### src/rtl/fifo_pkg.sv
// Shared definitions for the 19-bit line format and the wide-word packers.
package fifo_pkg;

    localparam int F19_SOF = 16;
    localparam int F19_EOF = 17;
    localparam int F19_OCC = 18;

    function automatic int clog2(input int value);
        int result;
        int v;
        result = 0;
        v = value - 1;
        while (v > 0) begin
            result++;
            v = v >> 1;
        end
        return result;
    endfunction

    // A result of zero marks a completely full word.
    function automatic int wide_occ(input int bytes, input int ratio);
        return bytes % (2 * ratio);
    endfunction

endpackage

### src/rtl/fifo_pipe_reg.sv
// Single-entry holding register with a src/dst ready handshake on both sides.
module fifo_pipe_reg #(
    parameter int WIDTH = 8
) (
    input  logic             clk,
    input  logic             reset,
    input  logic             clear,
    input  logic [WIDTH-1:0] in_data,
    input  logic             in_src_rdy,
    output logic             in_dst_rdy,
    output logic [WIDTH-1:0] out_data,
    output logic             out_src_rdy,
    input  logic             out_dst_rdy
);

    logic vld;

    // Accept a new entry whenever the held one is empty or leaving this cycle.
    assign in_dst_rdy  = !vld | out_dst_rdy;
    assign out_src_rdy = vld;

    always_ff @(posedge clk) begin
        if (reset | clear) begin
            vld      <= 1'b0;
            out_data <= '0;
        end else if (in_src_rdy & in_dst_rdy) begin
            vld      <= 1'b1;
            out_data <= in_data;
        end else if (out_dst_rdy) begin
            vld <= 1'b0;
        end
    end

endmodule

### src/rtl/fifo19_to_fifo_wide.sv
// Packs 19-bit lines into RATIO*16-bit words with byte occupancy, zero-filled
// partial words and force-flush of packets truncated by an early sof.
module fifo19_to_fifo_wide
    import fifo_pkg::*;
#(
    parameter int RATIO = 2,
    parameter int LE    = 0,
    parameter int OCCW  = clog2(2 * RATIO)
) (
    input  logic                        clk,
    input  logic                        reset,
    input  logic                        clear,
    input  logic [18:0]                 i_data,
    input  logic                        i_src_rdy,
    output logic                        i_dst_rdy,
    output logic [RATIO*16+2+OCCW-1:0]  o_data,
    output logic                        o_src_rdy,
    input  logic                        o_dst_rdy,
    output logic                        pkt_err,
    output logic [31:0]                 debug
);

    localparam int IDXW = clog2(RATIO);
    localparam int WW   = RATIO * 16 + 2 + OCCW;
    localparam logic [IDXW-1:0] LAST = IDXW'(RATIO - 1);

    logic [15:0]     lanes [RATIO];
    logic [IDXW-1:0] idx;
    logic            acc_sof;
    logic            acc_eof;
    logic            acc_done;
    logic [OCCW-1:0] acc_occ;

    logic            out_vld;
    logic            pipe_ready;
    logic            load_out;
    logic            trunc;
    logic            in_xfer;
    logic            in_sof;
    logic            in_eof;
    logic            in_occ;
    logic [OCCW-1:0] eof_occ;
    logic [OCCW-1:0] trunc_occ;
    logic [WW-1:0]   acc_word;

    assign in_sof = i_data[F19_SOF];
    assign in_eof = i_data[F19_EOF];
    assign in_occ = i_data[F19_OCC];

    assign load_out  = acc_done & pipe_ready;
    assign trunc     = i_src_rdy & in_sof & (idx != '0) & !acc_done;
    assign i_dst_rdy = (!acc_done | load_out) & !trunc;
    assign in_xfer   = i_src_rdy & i_dst_rdy;

    assign eof_occ   = OCCW'(wide_occ(2 * (int'(idx) + 1) - int'(in_occ), RATIO));
    assign trunc_occ = OCCW'(wide_occ(2 * int'(idx), RATIO));

    // Lane 0 lands in the top 16 bits for big-endian, the bottom for little-endian.
    always_comb begin
        acc_word                   = '0;
        acc_word[WW-1 -: OCCW]     = acc_occ;
        acc_word[RATIO*16+1]       = acc_eof;
        acc_word[RATIO*16]         = acc_sof;
        for (int i = 0; i < RATIO; i++) begin
            if (LE != 0) begin
                acc_word[i*16 +: 16] = lanes[i];
            end else begin
                acc_word[(RATIO-1-i)*16 +: 16] = lanes[i];
            end
        end
    end

    // Draining the accumulator zeroes every lane; a line accepted in the same
    // cycle then overwrites lane 0 because the later assignment wins.
    always_ff @(posedge clk) begin
        if (reset | clear) begin
            idx      <= '0;
            acc_sof  <= 1'b0;
            acc_eof  <= 1'b0;
            acc_occ  <= '0;
            acc_done <= 1'b0;
            pkt_err  <= 1'b0;
            for (int i = 0; i < RATIO; i++) begin
                lanes[i] <= '0;
            end
        end else begin
            pkt_err <= trunc;
            if (load_out) begin
                acc_done <= 1'b0;
                acc_sof  <= 1'b0;
                acc_eof  <= 1'b0;
                acc_occ  <= '0;
                for (int i = 0; i < RATIO; i++) begin
                    lanes[i] <= '0;
                end
            end
            if (trunc) begin
                acc_done <= 1'b1;
                acc_eof  <= 1'b1;
                acc_occ  <= trunc_occ;
                idx      <= '0;
            end else if (in_xfer) begin
                lanes[idx] <= i_data[15:0];
                if (idx == '0) begin
                    acc_sof <= in_sof;
                end
                if (in_eof | (idx == LAST)) begin
                    acc_done <= 1'b1;
                    idx      <= '0;
                    acc_eof  <= in_eof;
                    acc_occ  <= in_eof ? eof_occ : '0;
                end else begin
                    idx <= idx + IDXW'(1);
                end
            end
        end
    end

    fifo_pipe_reg #(
        .WIDTH(WW)
    ) out_reg (
        .clk         (clk),
        .reset       (reset),
        .clear       (clear),
        .in_data     (acc_word),
        .in_src_rdy  (acc_done),
        .in_dst_rdy  (pipe_ready),
        .out_data    (o_data),
        .out_src_rdy (out_vld),
        .out_dst_rdy (o_dst_rdy)
    );

    assign o_src_rdy = out_vld;
    assign debug     = {{(30 - IDXW){1'b0}}, out_vld, acc_done, idx};

endmodule

### config.mk
export PLATFORM = sky130hd
export DESIGN_NAME = fifo19_to_fifo_wide
export DESIGN_NICKNAME = d
export VERILOG_FILES = /design/src/rtl/fifo_pkg.sv /design/src/rtl/fifo_pipe_reg.sv /design/src/rtl/fifo19_to_fifo_wide.sv
export SDC_FILE = /design/constraint.sdc
export NUM_CORES = 1
export LEC_CHECK = 0
export BUFFER_PORTS_ARGS = -buffer_cell sky130_fd_sc_hd__buf_2
export CAP_MARGIN = 20
export CORE_AREA = 5 5 90 100
export DETAILED_ROUTE_END_ITERATION = 7
export DIE_AREA = 0 0 95 105
export GPL_ROUTABILITY_DRIVEN = 0
export GPL_TIMING_DRIVEN = 1
export PLACE_DENSITY_LB_ADDON = 0.2
export SYNTH_ARGS = -nofsm -noshare
export SYNTH_HDL_FRONTEND = slang
export SYNTH_HIERARCHICAL = 1
export SYNTH_SLANG_ARGS = --single-unit
### constraint.sdc
create_clock -name clk -period 2.65 [get_ports clk]
set_input_delay 0.1325 -clock clk [delete_from_list [all_inputs] [get_ports clk]]
set_output_delay 0.1325 -clock clk [all_outputs]
set_load 0.005 [all_outputs]
==> Word level (Yosys, flattened, before mapping) <==
Memory sizes are Yosys's and may differ from the RTL's. A register that Yosys moved wholly into a read port is not among the register bits.
Index checks and enable logic that the tools add are counted.
{ "totals": {"wordCells": 61, "out_inout_bits": 71, "in_bits": 24, "register_bits": 44, "mem_bits_rw": 32, "n_memories": 1} }
{ "memory_table": {"columns": ["memory", "depth", "word_bits", "rd", "rd_ports_with_merged_regs", "wr", "line", "rtl"], "rows": [
  ["lanes", 2, 16, 2, 2, 3, "fifo19_to_fifo_wide.sv:27", "logic [15:0] lanes [RATIO];"]
]} }
{ "op_classes": {"reduce_logical": 5, "bitwise": 12, "mux": 31, "add_sub_neg": 3} }
{ "op_table": {"columns": ["operator", "count"], "rows": [
  ["16-bit two-way mux", 2],
  ["1-bit two-way mux", 24],
  ["2-bit two-way mux", 5],
  ["1-bit AND", 6],
  ["1-bit OR", 6],
  ["1-bit logical NOT", 3],
  ["1-bit adder, second input constant", 2],
  ["2-bit nonzero test", 1],
  ["2-bit OR reduction", 1],
  ["2-bit by 1-bit subtractor with 2-bit output", 1]
]} }

==> Depth between registers and ports, before layout <==
{ "logic_depth": {"ltp_word": 10, "ltp_mapped": 7, "ltp_nobuf": 5} }

==> By module <==
Netlist, hierarchy kept.
{ "by_module_without_submodules": {"columns": ["mod", "area_each_um2", "cells_each", "n_inst", "seq_area_each_um2"], "rows": [
  ["fifo19_to_fifo_wide", 1870.5, 155, 1, 1101.1],
  ["fifo_pipe_reg", 1561.5, 169, 1, 740.7]
]} }

==> Worst setup path after synthesis <==
Ideal clock, no wire load.
{ "synth_timing": {"path_type": "flip-flop to flip-flop", "startpoint": "register idx", "endpoint": "memory lanes[1][0], enable pin", "path_buffers": 1, "required_ps": 2256, "setup_time_ps": 394, "synth_period_minus_slack_ps": 1895, "path_stages_with_launch": 4, "setup_slack_ps": 755, "arrival_time_ps": 1500, "path_cell_list": "dfxtp_1 -> buf_2 -> nand2_1 -> o211ai_1"} }
{ "synth_rtl": {"columns": ["item", "line", "rtl"], "rows": [
  ["start: declaration", "fifo19_to_fifo_wide.sv:28", "logic [IDXW-1:0] idx;"],
  ["start signal: assignment", "fifo19_to_fifo_wide.sv:113", "idx <= idx + IDXW'(1);"],
  ["end: declaration", "fifo19_to_fifo_wide.sv:27", null]
]} }

==> results.cfg <==
[floorplanning]
num_io_pins = 95
start_util_pct = 43.8
fp.dieW_microns = 95
die_area_sq_um = 9980
core_area_sq_um = 7830
die_h_microns = 105
rows = 34

[worst_hold_path]
worst_hold_path_type = input port to flop

[clocking]
cts.sinks = 76
h-tree-depth = 3
cts_post_setup_buffers_inserted = 0
cts_buffer_depth = 2
cts.root.buffer_cell = clkbuf_8
path_clk_slew_ns = 0.07
tritoncts = done
clk_latency_ns = 0.34
ctsHoldBuffers = 0
cts_made_buffers = 9
post_cts_resize_count = 0

[power]
total_power_mw = 2.36
ir_worst_vdd_mv = 0.224
p_per_area_nw_per_um2 = 611
p_leak_nw = 1.73

[timing]
rsz0062_at_grt = no
min_period_over_period_pct = 83.4
post-route-min-period_ns = 2.21
setup_viol = 0
maxSlewHeadroom_pct = 43.3
worstMarginPinSlew_ns = 0.849
finalClockSkew_ns = 0.00678
final.setup.tns_ns = 0
fmax_ghz = 0.453
slew_viol_final = 0
worst_slack_ns = 0.441
hold_viol = 0
whs_ns = 0.0632

[flow_run]
cap_violations = 0

[place]
post-place-ws_ns = 0.444
place_hpwl_microns = 4980
portBuffers = 65

[finish]
fillers = 783
drive_gt1_share_pct = 32.9
n_antenna_cell = 0
area_growth_pct = 12.6
finalNetCount = 399

[global_route]
grtUsageMet1_pct = 19.1
met2_usage_pct = 24.7
use_met3_pct = 4.10
top_usage_layer = met2
grt_overflow = 0
antenna_found_initial = 0
grt_pass1_wl_microns = 11800
first_global_vias = 2395
grt_max_degree = 74
grt_use_total_pct = 15.1

[logic_synthesis]
avgSynthCellArea_sq_um = 10.6
synthCells = 324
syn_area_sq_um = 3430
synth_compound_area_share_pct = 11.3
yosysUniqueCellTypes = 38
yosysWarnings = 6
yosysSeqAreaShare_pct = 53.7
ys_seq_elements = 76
synth_top_family_by_area = simple AND/OR/NAND/NOR gates
synth_simple_gate_area_share_pct = 22.4
synth_mux_area_share_pct = 0.292
yosys.area_share.adder_pct = 0
synth-xor-area-share_pct = 0

[drt]
first_pass_iters = 4
via_per_inst = 4.93
vias = 2407
wl_microns = 7210
drc = 0
first_iter_violations = 120
wl_per_cell_microns = 14.8
ant_nets = 0

[setup_path]
worstSetupEndpointType = flop
crit_arrival_ns = 2.06
worst-endpoint-required_ns = 2.50
worst-setup-path-type = flop to flop
cp_max_fo = 41
critPathLaunchType = flop

[outcome]
outcome = complete, no violations
## sequential cells by signal (all words and copies together) (netlist names)
signal,flops
acc_eof,1
acc_occ,2
out_reg/out_src_rdy,1
out_reg/out_data,36
acc_sof,1
idx,1
acc_done,1
lanes,32
pkt_err,1
## logic make-up (layout without fill, tap and decap cells)
kind of cell | Yosys count | after routing
AO/OA/AOI/OAI | 48 | 48
buffers and inverters | 61 | 89
flip-flops | 76 | 76
multiplexers | 1 | 1
other | 1 | 29
AND/OR/NAND/NOR | 137 | 137
## cells in the final DEF (no fill, tap or decap), types with 5 or more instances in the layout
master	instances
buf_2	65
dfxtp_1	44
nand2_1	42
nand4_1	38
and3_1	32
edfxtp_1	32
o21ai_2	30
conb_1	29
clkbuf_8	11
nor2_1	8
o21ai_0	5
buf_4	5
## worst paths after layout
path | startpoint | endpoint | slack [ns] | cells past startpoint
min reg2reg | out_reg/out_data[16] | out_reg/out_data[16] | 0.46 | 2
max reg2reg | out_reg/out_src_rdy | lanes[0][6] | 0.44 | 4
max | out_reg/out_src_rdy | lanes[0][6] | 0.44 | 4
min | i_data[16] | acc_sof | 0.06 | 3
## per-stage QoR
stage	cells	cell area, sq um	utilization [%]
final	488	3860	49.4
after floorplan	352	3540	-
after detailed placement	472	3630	46.4
after CTS	488	3860	49.4
after global placement	472	3630	46.4
after global routing	488	3860	49.4
## final cells by class
cell class / count / area [sq um] / area share [%]
clock buffers: 15 / 230 / 5.96
multi-input cells: 215 / 1280 / 33.1
inverters: 3 / 11.3 / 0.291
repair buffers: 70 / 363 / 9.39
clock inverters: 1 / 5.00 / 0.130
flip-flops and latches: 76 / 1840 / 47.7
well taps: 108 / 135 / 3.50
## cell usage after synthesis
master     number  area, sq um
and2_4          1         8.76
edfxtp_1       32          961
a21oi_2         1         8.76
and3_1         32          200
mux2i_1         1         10.0
nand4_1        38          238
a2bb2oi_1       1         8.76
a21oi_4         1         16.3
nand2_1        42          158
o21ai_1         3         15.0
nor2_1          8         30.0
nor3b_4         1         18.8
nor3b_1         1         7.51
buf_4          33          248
o32ai_1         2         17.5
or2_4           1         8.76
o211ai_1        1         7.51
a21boi_0        1         7.51
nand3b_1        2         15.0
nor2b_4         1         13.8
nand2b_1        1         6.26
a21oi_1         1         5.00
inv_1           3         11.3
and2_1          1         6.26
nor2_4          1         11.3
buf_6           6         67.6
o21ai_2        30          263
a311oi_1        1         8.76
a31oi_1         1         6.26
clkbuf_1        3         11.3
buf_2          16         80.1
o21ai_0         5         25.0
or2_1           1         6.26
nand2b_4        1         13.8
nand3_1         3         15.0
nand2_2         2         12.5
conb_1          1         3.75
dfxtp_1        44          881
## where the power goes
| group | total (mW) | switching (mW) | internal [mW] |
|---|---|---|---|
| clock | 0.970 | 0.408 | 0.562 |
| combinational | 0.131 | 0.0922 | 0.0384 |
| sequential | 1.26 | 0.0121 | 1.25 |
| total | 2.36 | 0.512 | 1.85 |
## worst max-delay path, stage by stage, from the launching register on
cell and delay (ns):
dfxtp_1 0.40, nand2b_4 0.28, nand2b_1 0.30, nand3b_1 0.12, nand3_1 0.61
## layer usage
layer	part of all wire [%]	vias up
met5	0	-
met4	1.4	0
met3	6.2	11
met2	48	69
met1	44	1115
li1	-	1212
Note: power is estimated with default switching activity, not from simulation.
